File: src/rtl/plic_pkg.sv
`default_nettype none
// ============================================================================
//  Module      : plic_pkg
//  Description : Shared types and constants for the PLIC interrupt gateway:
//                per-source state encoding, edge-counter width and the
//                claim/complete ID width helper.
//  Revision    : 1.0 - initial release
// ============================================================================
package plic_pkg;

    // Per-source gateway state; 2'b11 is unused and recovers to idle.
    typedef enum logic [1:0] {
        GW_IDLE       = 2'd0,
        GW_PENDING    = 2'd1,
        GW_IN_SERVICE = 2'd2
    } gw_state_t;

    localparam int                    GW_CNT_W   = 3;
    localparam logic [GW_CNT_W-1:0]   GW_CNT_MAX = '1;

    // ID 0 is reserved for "no interrupt", so n sources need ids 0..n.
    function automatic int gw_id_width(input int n_src);
        return $clog2(n_src + 1);
    endfunction

endpackage
`default_nettype wire

File: src/rtl/plic_gateway_cell.sv
`default_nettype none
// ============================================================================
//  Module      : plic_gateway_cell
//  Description : One interrupt source: synchronizer chain, rising-edge
//                detect, IDLE/PENDING/IN_SERVICE state machine and, when
//                PLIC_GW_EDGE_COUNT_EN is defined, a saturating counter of
//                edges that arrive while a request is already outstanding.
//  Revision    : 1.0 - initial release
// ============================================================================
module plic_gateway_cell
    import plic_pkg::*;
#(
    parameter int SYNC_STAGES = 2
) (
    input  logic clk,
    input  logic rst,
    input  logic irq_src,
    input  logic edge_sel,
    input  logic claim_hit,
    input  logic complete_hit,
    output logic irq_req,
    output logic in_service
);

    logic [SYNC_STAGES-1:0] r_sync;
    logic                   r_s_d;
    logic                   w_s;
    logic                   w_rise;
    logic                   w_trigger;
    logic                   w_rearm;
    logic                   w_cnt_nz;
    gw_state_t              r_state;
    gw_state_t              w_state_nxt;

    assign w_s       = r_sync[SYNC_STAGES-1];
    assign w_rise    = w_s & ~r_s_d;
    assign w_trigger = edge_sel ? w_rise : w_s;

    // Synchronize the raw line and keep one delayed copy for edge detection
    always_ff @(posedge clk) begin
        if (rst) begin
            r_sync <= '0;
            r_s_d  <= 1'b0;
        end else begin
            r_sync <= {r_sync[SYNC_STAGES-2:0], irq_src};
            r_s_d  <= w_s;
        end
    end

`ifdef PLIC_GW_EDGE_COUNT_EN
    logic [GW_CNT_W-1:0] r_cnt;
    logic                w_cnt_inc;
    logic                w_cnt_dec;

    // A rise at the completing edge re-arms directly and is not counted.
    assign w_cnt_inc = edge_sel & w_rise &
                       ((r_state == GW_PENDING) |
                        ((r_state == GW_IN_SERVICE) & ~complete_hit));
    assign w_cnt_dec = (r_state == GW_IN_SERVICE) & complete_hit & w_cnt_nz;
    assign w_cnt_nz  = (r_cnt != '0);

    // Count edges swallowed while busy; cleared whenever the source is level mode
    always_ff @(posedge clk) begin
        if (rst) begin
            r_cnt <= '0;
        end else if (!edge_sel) begin
            r_cnt <= '0;
        end else if (w_cnt_inc) begin
            if (r_cnt != GW_CNT_MAX) begin
                r_cnt <= r_cnt + 1'b1;
            end
        end else if (w_cnt_dec) begin
            r_cnt <= r_cnt - 1'b1;
        end
    end
`else
    assign w_cnt_nz = 1'b0;
`endif

    // A completion re-arms if the source is still asking for service
    assign w_rearm = (~edge_sel & w_s) | (edge_sel & w_rise) | w_cnt_nz;

    // State register
    always_ff @(posedge clk) begin
        if (rst) begin
            r_state <= GW_IDLE;
        end else begin
            r_state <= w_state_nxt;
        end
    end

    // Next-state logic; strobes that do not fit the current state are ignored
    always_comb begin
        w_state_nxt = r_state;
        case (r_state)
            GW_IDLE: begin
                if (w_trigger) begin
                    w_state_nxt = GW_PENDING;
                end
            end
            GW_PENDING: begin
                if (claim_hit) begin
                    w_state_nxt = GW_IN_SERVICE;
                end
            end
            GW_IN_SERVICE: begin
                if (complete_hit) begin
                    w_state_nxt = w_rearm ? GW_PENDING : GW_IDLE;
                end
            end
            default: begin
                w_state_nxt = GW_IDLE;
            end
        endcase
    end

    // Outputs decode the state flops directly
    always_comb begin
        irq_req    = (r_state == GW_PENDING);
        in_service = (r_state == GW_IN_SERVICE);
    end

endmodule
`default_nettype wire

File: src/rtl/plic_gateway.sv
`default_nettype none
// ============================================================================
//  Module      : plic_gateway
//  Description : PLIC interrupt gateway. Decodes claim/complete IDs into
//                per-source hits and instantiates one gateway cell per
//                source. Define PLIC_GW_EDGE_COUNT_EN to enable per-source
//                counting of edges that arrive while a request is outstanding.
//  Revision    : 1.0 - initial release
// ============================================================================
module plic_gateway
    import plic_pkg::*;
#(
    parameter  int N_interrupts = 32,
    parameter  int SYNC_STAGES  = 2,
    localparam int ID_W         = gw_id_width(N_interrupts)
) (
    input  logic                    clk,
    input  logic                    rst,
    input  logic [N_interrupts-1:0] irq_src,
    input  logic [N_interrupts-1:0] edge_sel,
    input  logic                    claim_valid,
    input  logic [ID_W-1:0]         claim_id,
    input  logic                    complete_valid,
    input  logic [ID_W-1:0]         complete_id,
    output logic [N_interrupts-1:0] irq_req,
    output logic [N_interrupts-1:0] in_service
);

    logic [N_interrupts-1:0] w_claim_hit;
    logic [N_interrupts-1:0] w_complete_hit;

    // Source i answers to ID i+1; ID 0 and out-of-range IDs match nothing.
    for (genvar gi = 0; gi < N_interrupts; gi++) begin : g_cell
        assign w_claim_hit[gi]    = claim_valid    & (claim_id    == ID_W'(gi + 1));
        assign w_complete_hit[gi] = complete_valid & (complete_id == ID_W'(gi + 1));

        plic_gateway_cell #(
            .SYNC_STAGES (SYNC_STAGES)
        ) u_cell (
            .clk          (clk),
            .rst          (rst),
            .irq_src      (irq_src[gi]),
            .edge_sel     (edge_sel[gi]),
            .claim_hit    (w_claim_hit[gi]),
            .complete_hit (w_complete_hit[gi]),
            .irq_req      (irq_req[gi]),
            .in_service   (in_service[gi])
        );
    end

endmodule
`default_nettype wire
File: config.mk
export PLATFORM = sky130hd
export DESIGN_NAME = plic_gateway
export DESIGN_NICKNAME = d
export VERILOG_FILES = /design/src/rtl/plic_pkg.sv /design/src/rtl/plic_gateway_cell.sv /design/src/rtl/plic_gateway.sv
export SDC_FILE = /design/constraint.sdc
export NUM_CORES = 1
export LEC_CHECK = 0
export BUFFER_PORTS_ARGS = -buffer_cell sky130_fd_sc_hd__clkbuf_2
export CAP_MARGIN = 20
export CORE_MARGIN = 3
export CORE_UTILIZATION = 42
export CTS_BUF_LIST = sky130_fd_sc_hd__clkbuf_2 sky130_fd_sc_hd__clkbuf_4 sky130_fd_sc_hd__clkbuf_8
export CTS_CLUSTER_DIAMETER = 150
export CTS_CLUSTER_SIZE = 16
export DETAILED_ROUTE_END_ITERATION = 7
export HOLD_SLACK_MARGIN = 0.12
export PLACE_DENSITY = 0.74
export SLEW_MARGIN = 20
export SYNTH_ARGS = -nofsm -noshare
export SYNTH_HDL_FRONTEND = slang
export SYNTH_SLANG_ARGS = --single-unit
File: constraint.sdc
create_clock -name clk -period 2.6 [get_ports clk]
set_input_delay 0.26 -clock clk [delete_from_list [all_inputs] [get_ports clk]]
set_output_delay 0.26 -clock clk [all_outputs]
set_load 0.05 [all_outputs]
==> impl_summary.log, run 1 <==
[metrics] status: completed
[metrics] Power Dens Cells: 648.6 mW/mm^2
[metrics] worst-case clock buffer depth: 2
[metrics] final non-filler cell total: 1044
[metrics] total number of vias: approximately 5400
[metrics] post-synthesis to final-layout area growth: 18.29%
[metrics] destination of the critical timing path: g_cell[5].u_cell.r_state[1]$_SDFFE_PP0P_
[metrics] gate count after technology mapping: slightly above 700
[metrics] number of cells on the worst reg-to-reg path: 3
[metrics] # H-tree levels: 4
[metrics] Core Region: ~0.015 sq mm
[metrics] CP startpoint: claim_valid
[metrics] total routing usage reported by global routing: between 10% and 20%
[metrics] share of Yosys cell area claimed by the top area cell type: 47.28%
[metrics] endpoint type of the worst setup path: flop
[metrics] total wire length: 17420 microns
[metrics] Buf/Inv on CP: 2
[metrics] class of the most critical setup path: in2reg
[metrics] half-perimeter wire length after placement: about 12000 microns
[metrics] antenna violations before repair: 0
[metrics] GR Overflow Total: 0
[metrics] startpoint of the worst-slack reg-to-reg timing path: g_cell[6].u_cell.r_state[0]$_SDFFE_PP0P_
[metrics] number of cells on the critical path: 5
[metrics] reported net switching power: 1.215 mW
[metrics] switching share of power: between 20% and 30%
[metrics] Int Power: roughly 4.0 mW
[metrics] floorplan die area: 0.01769 sq mm
[metrics] count of routing violations after the opening detailed-route iteration: 519
[metrics] Hold Fails Final Rpt: 0
[metrics] Peak supply drop: 0.2995 mV
[metrics] portion of the post-synthesis area used by sequential elements: 47.28%
[metrics] minimum setup slack among reg-to-reg paths: around 1.4 ns
[metrics] maximum number of pins on one net before global-route repair: roughly 150
[metrics] reported max-cap violation count: 0
[metrics] vias per cell: between 5 and 6
[metrics] proportion of power drawn by the clock network: approximately 40%
[metrics] number of buffers inserted during clock tree synthesis: 17
[metrics] transition time at the pin with the least slew margin: 0.8092 ns
[metrics] number of remaining DRC errors: 0
[metrics] TritonCTS clock tree: built
[metrics] biggest cell delay along the critical path: 0.60 ns
[metrics] ANT cells: 0
[metrics] boundary pin count: 144
[metrics] TritonRoute pass-1 iters: 5
[metrics] leading cell types in the layout, fill and taps excluded: nor2b_1, dfxtp_1, clkbuf_2
[metrics] Synth Warn #: 0
[metrics] delay-heaviest family, CP: simple AND/OR/NAND/NOR gates
[metrics] unrepaired setup endpoints after global routing: no
[metrics] proportion of synthesized flip-flops having asynchronous set or reset: 0%
[metrics] Data required, critical path: 2.97 ns
[metrics] root buffer selected by CTS: clkbuf_8
[metrics] highest attainable clock frequency: 542.8 MHz
[metrics] floorplan die height: roughly 130 microns
[metrics] average cell area after synthesis: 9.408 sq um
[metrics] synthesized flop and latch total: 160
[metrics] pre-CTS worst setup slack: 0.7798 ns
[metrics] data arrival time of the critical path: 2.21 ns
[metrics] number of pins exceeding their max-slew limit in the final report: 0
[metrics] Min-Delay Path Class: in2reg
[metrics] Leak Pwr: 3.290 nW
[metrics] kind of start point of the critical path: input port
[metrics] TNS Setup: 0 ns
[metrics] first-pass GRT wire length: 26690 microns
[metrics] layout cells sized above 1: 22.09%
[metrics] leading register cell type out of synthesis: dfxtp_1
[metrics] cells taking the most area after synthesis: dfxtp_1, nor2b_1, buf_4
[metrics] EDFF count, synth: 0
[metrics] post-route minimum period: 1.842 ns
[metrics] vias in the first global route: 5006
[metrics] number of nets with antenna violations after detailed routing: 0
[metrics] Worst path slowest cell: or3b_1
[metrics] Initial Utilization: between 40% and 50%
[metrics] Netlist Area Pre-Place: roughly 0.0068 sq mm
[metrics] part of the total power dissipated in combinational logic: 10.5%
[metrics] I/O Buffers: 143
[metrics] largest fanout of any net on the critical path: 11
[metrics] average wire length per cell after detail routing: 16.68 microns
[metrics] cell type with the highest aggregate area in the netlist: dfxtp_1
[metrics] most common cell after layout, fill and taps aside: nor2b_1
[metrics] sequential power share: between 40% and 50%
[metrics] post-route total power: roughly 5.2 mW
[metrics] routability congestion estimate from global placement: about 0.91
[metrics] Distinct cells, synth: 40
[metrics] setup skew after layout: 0.007248 ns
[metrics] final critical-path setup slack: 0.7576 ns
[metrics] final number of setup-violating endpoints: 0
[metrics] net count of the mapped netlist: 800
[metrics] Critical R2R Capture: g_cell[6].u_cell.r_state[0]$_SDFFE_PP0P_
[metrics] number of nets in the layout: approximately 900
[metrics] TritonCTS sink count: 160
[metrics] Slew Limit Headroom: 45.82%
[metrics] Die X: 133 microns
[metrics] Cells after DPL: 975
[metrics] cell-by-cell trace of the critical path: dlygate4sd3_1, clkbuf_2, or3b_1, or4_1, a21oi_1
[metrics] post-route fraction of the period consumed by the critical path: 70.86%
[metrics] standard-cell row count: 45
[metrics] clock slew at reported path FFs: 0.08 ns
[metrics] clock latency of the later-clocked register in the worst-skew pair: 0.44 ns
-- registers in the layout, indices dropped and copies added, names as in the netlist --
register	count
g_cell.u_cell.r_state	64
g_cell.u_cell.r_sync	64
g_cell.u_cell.r_s_d	32
-- timing repair --
item,in CTS,in global routing
setup buffers,0,0
hold buffers,39,0
hold endpoints to repair,39,0
gates resized for setup,0,0
-- metal layers --
| layer | vias to the layer above | track usage (%) | wire length (microns) |
|---|---|---|---|
| li1 | 2672 | - | - |
| met1 | 2495 | 26.03 | 7868 |
| met2 | 240 | 28.33 | 7544 |
| met3 | 33 | 6.008 | 1521 |
| met4 | 0 | 7.679 | 481 |
| met5 | - | 0 | 0 |
-- cells in the mapped netlist (5+ instances only) --
| cell | count |
|---|---|
| o211a_1 | 8 |
| a211oi_1 | 9 |
| o41ai_1 | 9 |
| and2_1 | 12 |
| dfxtp_1 | 160 |
| clkbuf_1 | 28 |
| o32ai_1 | 7 |
| a221oi_1 | 12 |
| o21ai_1 | 5 |
| nand3b_1 | 16 |
| nand4_1 | 24 |
| a21oi_1 | 35 |
| inv_1 | 13 |
| nor2_1 | 6 |
| a32o_1 | 10 |
| buf_2 | 8 |
| nand2_1 | 24 |
| o31ai_1 | 11 |
| o21ai_0 | 21 |
| nand2b_1 | 5 |
| buf_4 | 64 |
| nand3_1 | 23 |
| nand4b_1 | 8 |
| nor2b_1 | 167 |
-- worst reg2reg max path: cells and delay by family (launching register included) --
kind	cells	cell delay, ns
DFF	1	0.35
AOI/OAI and AO/OA	2	0.45
and+or+nand+nor	1	0.31
-- worst min path at each step --
| stage | startpoint | end | slack [ns] | depth (start not counted) |
|---|---|---|---|---|
| floorplan | irq_src[0] | g_cell[0].u_cell.r_sync[0]$_SDFF_PP0_ | 0.39 | 1 |
| global placement | g_cell[16].u_cell.r_sync[0]$_SDFF_PP0_ | g_cell[16].u_cell.r_sync[1]$_SDFF_PP0_ | 0.42 | 1 |
| detailed placement | g_cell[7].u_cell.r_sync[0]$_SDFF_PP0_ | g_cell[7].u_cell.r_sync[1]$_SDFF_PP0_ | 0.42 | 1 |
| CTS | edge_sel[3] | g_cell[3].u_cell.r_state[0]$_SDFFE_PP0P_ | 0.12 | 4 |
| global route | edge_sel[3] | g_cell[3].u_cell.r_state[0]$_SDFFE_PP0P_ | 0.15 | 4 |
| finish | edge_sel[4] | g_cell[4].u_cell.r_state[0]$_SDFFE_PP0P_ | 0.16 | 4 |
-- layout make-up --
cell class / instances / area, sq um
clock buffers: 24 / 299.0
multi-input cells: 442 / 2877
clock inverters: 6 / 155.1
inverters: 13 / 48.80
fillers: 1450 / 7471
well taps: 211 / 264.0
flip-flops and latches: 160 / 3203
repair buffers: 188 / 1166
-- power groups by stage --
stage / logic [mW] / registers, mW / clock network [mW]
floorplan: 0.372 / 2.62 / 0
global placement: 0.493 / 2.63 / 0
detailed placement: 0.496 / 2.63 / 0
CTS: 0.545 / 2.57 / 2.13
global route: 0.587 / 2.59 / 2.23
finish: 0.547 / 2.58 / 2.07
-- cell families after synthesis --
kind of cell | count (synthesis) | share of synthesized area, %
buf+inv | 118 | 10.25
compound gates | 138 | 14.41
simple gates | 304 | 28.06
flops | 160 | 47.28
-- stage by stage --
stage | hold WS [ns] | area (sq um) | utilization [%]
after global placement | 0.4182 | 7168 | 46.29
final | 0.1601 | 8013 | 51.75
after global routing | 0.1537 | 8013 | 51.75
after CTS | 0.1213 | 8013 | 51.75
after floorplan | 0.3882 | 6774 | -
after detailed placement | 0.4204 | 7168 | 46.29
No activity file was read; power rests on OpenSTA's default activity.
==> inputs of run 2 (changes only) <==
clock period = 1.8 ns   (was 2.6 ns; I/O delays follow)
==> impl_summary.log, run 2 (same netlist as run 1, synthesis figures left out) <==
[metrics] status: completed
[metrics] clock slew at reported path FFs: 0.07 ns (about the same)
[metrics] layout cells sized above 1: 22.95% (+0.86 points)
[metrics] Leak Pwr: 3.411 nW (+3.7%)
[metrics] count of instances resized after the clock tree is built: 0 (unchanged)
[metrics] cell-by-cell trace of the critical path: nor2b_1, clkbuf_2
[metrics] part of the total power dissipated in combinational logic: 11.9% (+1.4 points)
[metrics] count of routing violations after the opening detailed-route iteration: 409 (-21%)
[metrics] Hold Path End: g_cell[29].u_cell.r_state[0]$_SDFFE_PP0P_
[metrics] maximum number of pins on one net before global-route repair: 115 (-21%)
[metrics] Worst path slowest cell: nor2b_1
[metrics] post-synthesis to final-layout area growth: 21.96%
[metrics] routability congestion estimate from global placement: 0.8814 (-2.7%)
[metrics] unrepaired setup endpoints after global routing: no
[metrics] routed wire length on met3: 1416 microns (-6.9%)
[metrics] highest metal layer used by the detailed router: met4
[metrics] GR Overflow Total: 0 (unchanged)
[metrics] leading cell types in the layout, fill and taps excluded: nor2b_1, dfxtp_1, clkbuf_2
[metrics] endpoint type of the worst setup path: primary output
[metrics] Int Power: 5.408 mW (+36%)
[metrics] clock latency of the later-clocked register in the worst-skew pair: 0.44 ns (about the same)
[metrics] startpoint of the worst-slack reg-to-reg timing path: g_cell[31].u_cell.r_state[1]$_SDFFE_PP0P_
[metrics] Slew Limit Headroom: 60.64% (+15 points)
[metrics] I/O Buffers: 143 (unchanged)
[metrics] data arrival time of the critical path: 1.50 ns (-0.71 ns)
[metrics] number of buffers inserted during clock tree synthesis: 17 (unchanged)
[metrics] TritonCTS clock tree: built
[metrics] # H-tree levels: 4 (unchanged)
[metrics] class of the most critical setup path: reg2out
[metrics] boundary pin count: 144 (unchanged)
[metrics] half-perimeter wire length after placement: 12540 microns (+4.2%)
[metrics] total wire length: 17590 microns (+1.0%)
[metrics] worst-case clock buffer depth: 2 (unchanged)
[metrics] Worst Hold Path Cells: 3 (-1)
[metrics] biggest cell delay along the critical path: 0.36 ns (-0.24 ns)
[metrics] number of nets in the layout: 939 (+4.1%)
[metrics] setup skew after layout: 0.006079 ns (-0.001169 ns)
[metrics] TritonCTS sink count: 160 (unchanged)
[metrics] floorplan die height: 133 microns (unchanged)
[metrics] TNS Setup: 0 ns (unchanged)
[metrics] ANT cells: 0 (unchanged)
[metrics] number of setup buffers added after CTS: 0 (unchanged)
[metrics] antenna violations before repair: 0 (unchanged)
[metrics] number of pins exceeding their max-slew limit in the final report: 0 (unchanged)
[metrics] transition time at the pin with the least slew margin: 0.5898 ns (-0.2194 ns)
[metrics] number of nets with antenna violations after detailed routing: 0 (unchanged)
[metrics] Peak supply drop: 0.4983 mV (+66%)
[metrics] Die X: 133 microns (unchanged)
[metrics] sequential power share: 52.0% (+2.4 points)
[metrics] floorplan die area: 0.01769 sq mm (unchanged)
[metrics] average wire length per cell after detail routing: 16.32 microns (-2.2%)
[metrics] Power Dens Cells: 865.8 mW/mm^2 (+33%)
[metrics] reported max-cap violation count: 0 (unchanged)
[metrics] total number of vias: 5526 (+1.6%)
[metrics] most common cell after layout, fill and taps aside: nor2b_1
[metrics] highest attainable clock frequency: roughly 600 MHz
[metrics] total routing usage reported by global routing: 19.83% (+0.66 points)
[metrics] registers with the most flip-flops: g_cell.u_cell.r_state: 64 flops, g_cell.u_cell.r_sync: 64 flops, g_cell.u_cell.r_s_d: 32 flops
[metrics] post-route total power: 7.153 mW (+38%)
[metrics] Hold Fails Final Rpt: 0 (unchanged)
[metrics] post-route minimum period: 1.680 ns
[metrics] final number of setup-violating endpoints: 0 (unchanged)
[metrics] TritonRoute pass-1 iters: 5 (unchanged)
[metrics] largest fanout of any net on the critical path: 3 (-8)
[metrics] number of cells on the worst reg-to-reg path: 4 (+1)
[metrics] first-pass GRT wire length: 27600 microns (+3.4%)
[metrics] proportion of power drawn by the clock network: 36.1% (-3.8 points)
[metrics] met2 layer wire length in the routed design: 7783 microns (+3.2%)
[metrics] Initial Utilization: 43.75% (unchanged)
[metrics] switching share of power: 24.39% (+1.0 points)
[metrics] vias per cell: 5.126 (-1.6%)
[metrics] root buffer selected by CTS: clkbuf_8
[metrics] kind of start point of the critical path: flop
[metrics] standard-cell row count: 45 (unchanged)
[metrics] vias in the first global route: 5284 (+5.6%)
[metrics] Data required, critical path: 1.62 ns (-1.35 ns)
[metrics] Min-Delay Path Class: in2reg
[metrics] startpoint of the most critical hold path: edge_sel[29]
[metrics] Core Region: 0.01548 sq mm (unchanged)
[metrics] minimum setup slack among reg-to-reg paths: 0.32 ns (-1.07 ns)
[metrics] number of remaining DRC errors: 0 (unchanged)
[metrics] post-route fraction of the period consumed by the critical path: 93.33%
[metrics] Critical R2R Capture: g_cell[31].u_cell.r_state[0]$_SDFFE_PP0P_
[metrics] met1 wire length: 7978 microns (+1.4%)
[metrics] reported net switching power: 1.744 mW (+44%)
run 2: cell types whose count changed in the layout (fill, tap and decap cells not counted), sizes merged:
cell and delta:
buf +18, clkinvlp +2, dlygate4sd3 +19, clkinv +1
bufinv -2, clkbuf -4
run 2: final cells by class:
class	count	area, sq um
Clock inverter	7	115.1
Timing Repair Buffer	225	1491
Sequential cell	160	3203
Inverter	13	48.80
Multi-Input combinational cell	442	2877
Tap cell	211	264.0
Fill cell	1435	7222
Clock buffer	20	262.8
run 2: critical path: cells and delay by family, from the launching register on:
| kind | cells | cell delay (ns) |
|---|---|---|
| AND/OR/NAND/NOR | 1 | 0.36 |
| buffers and inverters | 1 | 0.35 |
| flip-flops | 1 | 0.34 |
run 2: power by group through the flow:
| stage | Clock, mW | Sequential, mW | Combinational (mW) |
|---|---|---|---|
| 2_1_floorplan | 0 | 3.78 | 0.537 |
| 3_3_place_gp | 0 | 3.80 | 0.744 |
| 3_5_place_dp | 0 | 3.80 | 0.748 |
| 4_1_cts | 2.65 | 3.72 | 0.846 |
| 5_1_grt | 2.81 | 3.73 | 0.917 |
| 6_report | 2.58 | 3.72 | 0.852 |
run 2: through the flow:
step                setup WS [ns]  instances  hold WS (ns)  util [%]  instance area [sq um]
finish                     0.1201       1078        0.1517     53.36                   8262
global route              0.04533       1078        0.1341     53.36                   8262
CTS                        0.1116       1078        0.1233     53.36                   8262
detailed placement         0.2222        993        0.3937     47.17                   7303
global placement           0.2611        993        0.3882     47.17                   7303
floorplan                  0.4738        720        0.3082         -                   6774
run 2: repair_timing:
action | 4_1_cts | 5_1_grt
hold endpoints to repair | 56 | 0
endpoints found under the setup margin | 0 | 0
hold buffers | 58 | 0
run 2: worst max-delay path by stage:
stage	start	depth (start not counted)	slack, ns	endpoint
3_3_place_gp	claim_id[5]	5	0.26	g_cell[4].u_cell.r_state[0]$_SDFFE_PP0P_
2_1_floorplan	complete_id[5]	4	0.47	g_cell[5].u_cell.r_state[0]$_SDFFE_PP0P_
4_1_cts	g_cell[2].u_cell.r_state[0]$_SDFFE_PP0P_	2	0.11	irq_req[2]
3_5_place_dp	claim_id[5]	5	0.22	g_cell[4].u_cell.r_state[0]$_SDFFE_PP0P_
6_report	g_cell[6].u_cell.r_state[0]$_SDFFE_PP0P_	2	0.12	irq_req[6]
5_1_grt	g_cell[6].u_cell.r_state[0]$_SDFFE_PP0P_	2	0.05	irq_req[6]
run 2: routing by layer:
metal | track usage (%) | vias up
met3 | 5.741 | 36
met4 | 8.718 | 0
met1 | 26.66 | 2521
met5 | 0 | -
met2 | 29.60 | 226
li1 | - | 2743
